## src/rtl/serial_chunk_adder_seq.sv

```systemverilog
// Sequential WIDTH-bit adder that time-shares one CHUNK-bit ripple-carry adder, LS chunk first.
// Optional signed-overflow output `ovf` is built only when SEQ_ADDER_OVF_EN is defined.

module full_adder (
  input  logic a,
  input  logic b,
  input  logic cin,
  output logic s,
  output logic cout
);
  assign s    = a ^ b ^ cin;
  assign cout = (a & b) | (cin & (a ^ b));
endmodule

module N_bit_RippleCarryAdder #(
  parameter int N = 8
) (
  input  logic [N-1:0] a,
  input  logic [N-1:0] b,
  input  logic         cin,
  output logic [N-1:0] sum,
  output logic         cout
);
  logic [N:0] c;

  assign c[0] = cin;
  full_adder fa [N-1:0] (
    .a    (a),
    .b    (b),
    .cin  (c[N-1:0]),
    .s    (sum),
    .cout (c[N:1])
  );
  assign cout = c[N];
endmodule

module serial_chunk_adder_seq #(
  parameter int WIDTH = 32,
  parameter int CHUNK = 8
) (
  input  logic             clk,
  input  logic             rst,
  input  logic             in_valid,
  output logic             in_ready,
  input  logic [WIDTH-1:0] a,
  input  logic [WIDTH-1:0] b,
  input  logic             cin,
  output logic             out_valid,
  input  logic             out_ready,
  output logic [WIDTH-1:0] sum,
  output logic             cout,
  output logic             busy
`ifdef SEQ_ADDER_OVF_EN
  ,
  output logic             ovf
`endif
);
  localparam int K  = WIDTH / CHUNK;
  localparam int IW = (K > 1) ? $clog2(K) : 1;

  typedef enum logic [1:0] {IDLE, RUN, DONE} state_t;

  state_t                    state_q, state_d;
  logic [K-1:0][CHUNK-1:0]   a_q, b_q, sum_q;
  logic [IW-1:0]             idx;
  logic                      carry_q, cout_q;
  logic [CHUNK-1:0]          a_ch, b_ch, add_s;
  logic                      add_co;
  logic                      last;

  // Chunk select by compare rather than variable part-select keeps K=1 legal.
  always_comb begin
    a_ch = '0;
    b_ch = '0;
    for (int k = 0; k < K; k++) begin
      if (idx == IW'(k)) begin
        a_ch = a_q[k];
        b_ch = b_q[k];
      end
    end
  end

  assign last = (idx == IW'(K - 1));

  N_bit_RippleCarryAdder #(.N(CHUNK)) u_rca (
    .a    (a_ch),
    .b    (b_ch),
    .cin  (carry_q),
    .sum  (add_s),
    .cout (add_co)
  );

  always_ff @(posedge clk) begin
    if (rst) state_q <= IDLE;
    else     state_q <= state_d;
  end

  always_comb begin
    state_d = state_q;
    case (state_q)
      IDLE:    if (in_valid)  state_d = RUN;
      RUN:     if (last)      state_d = DONE;
      DONE:    if (out_ready) state_d = IDLE;
      default:                state_d = IDLE;
    endcase
  end

  always_ff @(posedge clk) begin
    if (rst) begin
      a_q     <= '0;
      b_q     <= '0;
      sum_q   <= '0;
      idx     <= '0;
      carry_q <= 1'b0;
      cout_q  <= 1'b0;
    end else if (state_q == IDLE && in_valid) begin
      a_q     <= a;
      b_q     <= b;
      carry_q <= cin;
      idx     <= '0;
    end else if (state_q == RUN) begin
      for (int k = 0; k < K; k++)
        if (idx == IW'(k)) sum_q[k] <= add_s;
      carry_q <= add_co;
      if (last) begin
        cout_q <= add_co;
        idx    <= '0;
      end else begin
        idx    <= idx + 1'b1;
      end
    end
  end

`ifdef SEQ_ADDER_OVF_EN
  logic ovf_q;

  // Carry into the MSB is recovered from the MSB sum bit and its operand bits.
  always_ff @(posedge clk) begin
    if (rst)
      ovf_q <= 1'b0;
    else if (state_q == RUN && last)
      ovf_q <= a_q[K-1][CHUNK-1] ^ b_q[K-1][CHUNK-1] ^ add_s[CHUNK-1] ^ add_co;
  end

  assign ovf = ovf_q;
`endif

  assign in_ready  = (state_q == IDLE);
  assign out_valid = (state_q == DONE);
  assign busy      = (state_q == RUN) || (state_q == DONE);
  assign sum       = sum_q;
  assign cout      = cout_q;

endmodule

```

## config.mk

```make
export PLATFORM = sky130hd
export DESIGN_NAME = serial_chunk_adder_seq
export DESIGN_NICKNAME = d
export VERILOG_FILES = /design/src/rtl/serial_chunk_adder_seq.sv
export SDC_FILE = /design/constraint.sdc
export NUM_CORES = 1
export LEC_CHECK = 0
export BUFFER_PORTS_ARGS = -buffer_cell sky130_fd_sc_hd__buf_2
export CORE_UTILIZATION = 54
export CTS_BUF_LIST = sky130_fd_sc_hd__clkbuf_8 sky130_fd_sc_hd__clkbuf_16
export CTS_CLUSTER_DIAMETER = 200
export DETAILED_ROUTE_END_ITERATION = 12
export PLACE_DENSITY = 0.8
export SLEW_MARGIN = 30
export SYNTH_ARGS = -nofsm -noshare
export SYNTH_HDL_FRONTEND = slang
export SYNTH_SLANG_ARGS = --single-unit
```

## constraint.sdc

```tcl
create_clock -name clk -period 4.5 [get_ports clk]
set_clock_uncertainty 0.05 [all_clocks]
set_input_delay 0.225 -clock clk [delete_from_list [all_inputs] [get_ports clk]]
set_output_delay 0.225 -clock clk [all_outputs]
set_load 0.02 [all_outputs]
```

==> summary.txt <==
Run status
  • Status: finished clean

Route
  • DRT Pass-1 Iters: 5
  • DRC Markers: 0
  • Initial drt markers: 182
  • Via density: 5.25
  • Post-route ant nets: 0
  • WL per Instance: 13.6 um
  • Via Count: 3,955
  • Total wire length: 10,300 um

Clock network
  • H-tree levels: 3
  • CTS tree: built
  • Clock root buffer: clkbuf_8
  • CTS sink cnt: 102
  • Post-CTS Setup Bufs: 0
  • Worst-path clk slew: 0.10 ns
  • Worst skew pair latency: 0.36 ns
  • CTS buffer count: 9
  • CTS max path bufs: 2

Global routing
  • Antenna violations before repair: 0
  • Largest net degree at the start of global routing: 110
  • First-pass GRT wire length: 17,200 um
  • Vias in the first global route: 3,679
  • GRT Util Overall: 0.249
  • Remaining Overflow, GRT: 0

Yosys
  • Unique masters post-synth: 27
  • Share of the synthesized area in the top cell type: 0.451
  • Post-synthesis register bit count: 102
  • Largest family of logic cells by synthesized area: compound AO/OA/AOI/OAI gates
  • Multiplexer area fraction after synthesis: 0.0287
  • Ys Warns: 0
  • Cell area after synthesis: 0.00453 mm2
  • Biggest area consumer among synthesized cells: dfxtp_1
  • Syn_area_per_cell: 8.03 um2
  • Seq/Total Area, Yosys: 0.451
  • Mapped Cells: 564
  • Synth Area in XOR/XNOR: 0
  • Ranking of synthesized cells by area: dfxtp_1 (45%), nand2_1 (14%), a21oi_1 (12%)
  • Compound-Gate Fraction of Synth Area: 0.213
  • Syn nets: 648
  • Synth Area in Adders: 0.0547
  • Simple-Gate Fraction of Synth Area: 0.179

Timing
  • Fin. Hold Viols: 0
  • Minimum clock period: 4.20 ns
  • Rel. slew slack: 0.479
  • RSZ-0062 raised after global routing: false
  • Final setup fails: 0
  • Fin Hold WS: 0.0335 ns
  • Period utilization: 0.934
  • Max-slew violation total from the final report: 0
  • Worst slew pin tran: 0.781 ns
  • Setup ws final: 0.296 ns
  • Fmax: 0.238 GHz
  • Fin Setup TNS: 0 ns

Floorplan
  • I/O pins: 105
  • Core Box Area: 0.00818 mm2
  • Die ar.: 0.00876 mm2
  • Die Ht: 93.6 um
  • Initial Utilization: 0.554
  • Core Rows: 33
  • Die width: 93.6 um

Finish
  • Synth-to-Final Area Change: 15.9%
  • FF/Latch Area: 0.00204 mm2
  • Final core utilization: 0.642
  • Final non-filler cell total: 754
  • Commonest cells after routing, fill and taps aside: nand2_1 (162), a21oi_1 (112), buf_2 (103)
  • Commonest non-fill, non-tap cell in the layout: nand2_1
  • Area occupied by multi-input gates: 0.00217 mm2
  • Filler cells: 708
  • Antenna Cells: 0
  • Layout cells sized above 1: 0.227
  • NumNets Final: 728

Placement
  • GPL Wtd Cong: 0.850
  • Post-place setup slack: 0.175 ns
  • Placed cells: 738
  • Post-DP HPWL: 7520 um
  • # port buffers: 104

Setup path
  • Arr. time, crit path: 4.40 ns
  • Worst-path fanout max: 10
  • Crit Path Class: reg2reg
  • CP Data Required Time: 4.69 ns
  • R2R setup slack: 0.30 ns
  • Worst setup SP type: register
  • RR Endpoint: sum[31]
  • Worst reg2reg path startpoint: idx[0]
  • Path depth of the worst reg2reg path: 17
  • CP endpoint kind: register

Pwr
  • Static Leak: 2.13 nW
  • Power per cell area: 486 mW/mm2
  • Worst vdd ir: 0.222 mV

Min path
  • Hold path endpoint: b_q[23]
  • Hold_sp: b[23]
  • HP Class: in2reg
  • Hold Path Stages: 3

Run
  • Max Cap Viol: 0
flip-flops by register name, indices dropped and copies added, names as in the netlist:
name / cells
a_q: 32
sum: 32
b_q: 32
cout: 1
state_q: 2
idx: 2
carry_q: 1
how the worst max path moves through the flow:
stage / start / to / cells past startpoint
after detailed placement: idx[0] / sum[31] / 17
after global placement: idx[0] / sum[31] / 17
final: idx[0] / sum[31] / 17
after floorplan: idx[0] / sum[7] / 18
after global routing: idx[0] / sum[31] / 17
after CTS: idx[0] / sum[23] / 17
report_power, final:
part | switching (mW) | internal, mW
Combinational | 0.533 | 0.309
Sequential | 0.0844 | 1.04
Clock | 0.326 | 0.264
critical path, cell delays in order, from the launching register on:
cell and delay (ns):
dfxtp_1 0.36, inv_1 0.10, ha_2 0.30, nand2_1 0.08
o21ai_1 0.14, a22o_1 0.19, fa_1 0.19, fa_1 0.19
fa_1 0.16, inv_1 0.05, fa_1 0.37, fa_1 0.39
fa_1 0.40, fa_1 0.39, inv_1 0.09, fa_1 0.45
nand2b_1 0.11, mux2i_1 0.07
cell usage after synthesis:
cell      number
nand4b_1       1
nand2_1      163
buf_2         22
ha_1           7
fa_1           8
nand2_2        1
buf_4          6
a222oi_1       1
and2_1         5
a22oi_1        8
buf_1          3
a21oi_1      112
nand2b_1      17
nor3_1         2
a211oi_2       8
inv_1         24
clkbuf_1      13
mux2i_1       13
buf_6          2
a22o_1         8
a211oi_1       9
o21ai_0        8
nor2_1        10
inv_2          1
o21ai_1        9
dfxtp_1      102
a21boi_2       1
kinds of logic (layout without fill, tap and decap cells):
group | count (synthesis) | after routing
buffers and inverters | 71 | 156
AOI/OAI and AO/OA | 164 | 164
adders and majority gates | 15 | 15
muxes | 13 | 13
DFF | 102 | 102
and+or+nand+nor | 199 | 199
per-stage QoR:
stage,power (mW),cell area [um2]
floorplan,1.77,4530
global route,2.71,5250
detailed placement,1.99,5040
CTS,2.56,5240
global placement,1.96,5030
finish,2.55,5250
final cells by class:
type,count,area share
sequential,102,0.389
clock inverter,7,0.0148
multi-input combinational,391,0.414
inverter,25,0.0179
timing repair buffer,115,0.116
clock buffer,9,0.0236
tap,105,0.0250
layer usage:
metal | part of all wire | vias to the layer above | wire (um) | GRT usage
met5 | 0 | - | 0 | 0
met4 | 0.012 | 0 | 120 | 0.0628
met3 | 0.048 | 11 | 494 | 0.0504
met2 | 0.48 | 95 | 4970 | 0.415
met1 | 0.46 | 1834 | 4700 | 0.330
li1 | - | 2015 | - | -
what timing repair did:
item / in CTS / in global routing
resized for setup: 0 / 3
hold buffers: 0 / 0
setup endpoints to repair: 0 / 4
Note: power is estimated with default switching activity, not from simulation.
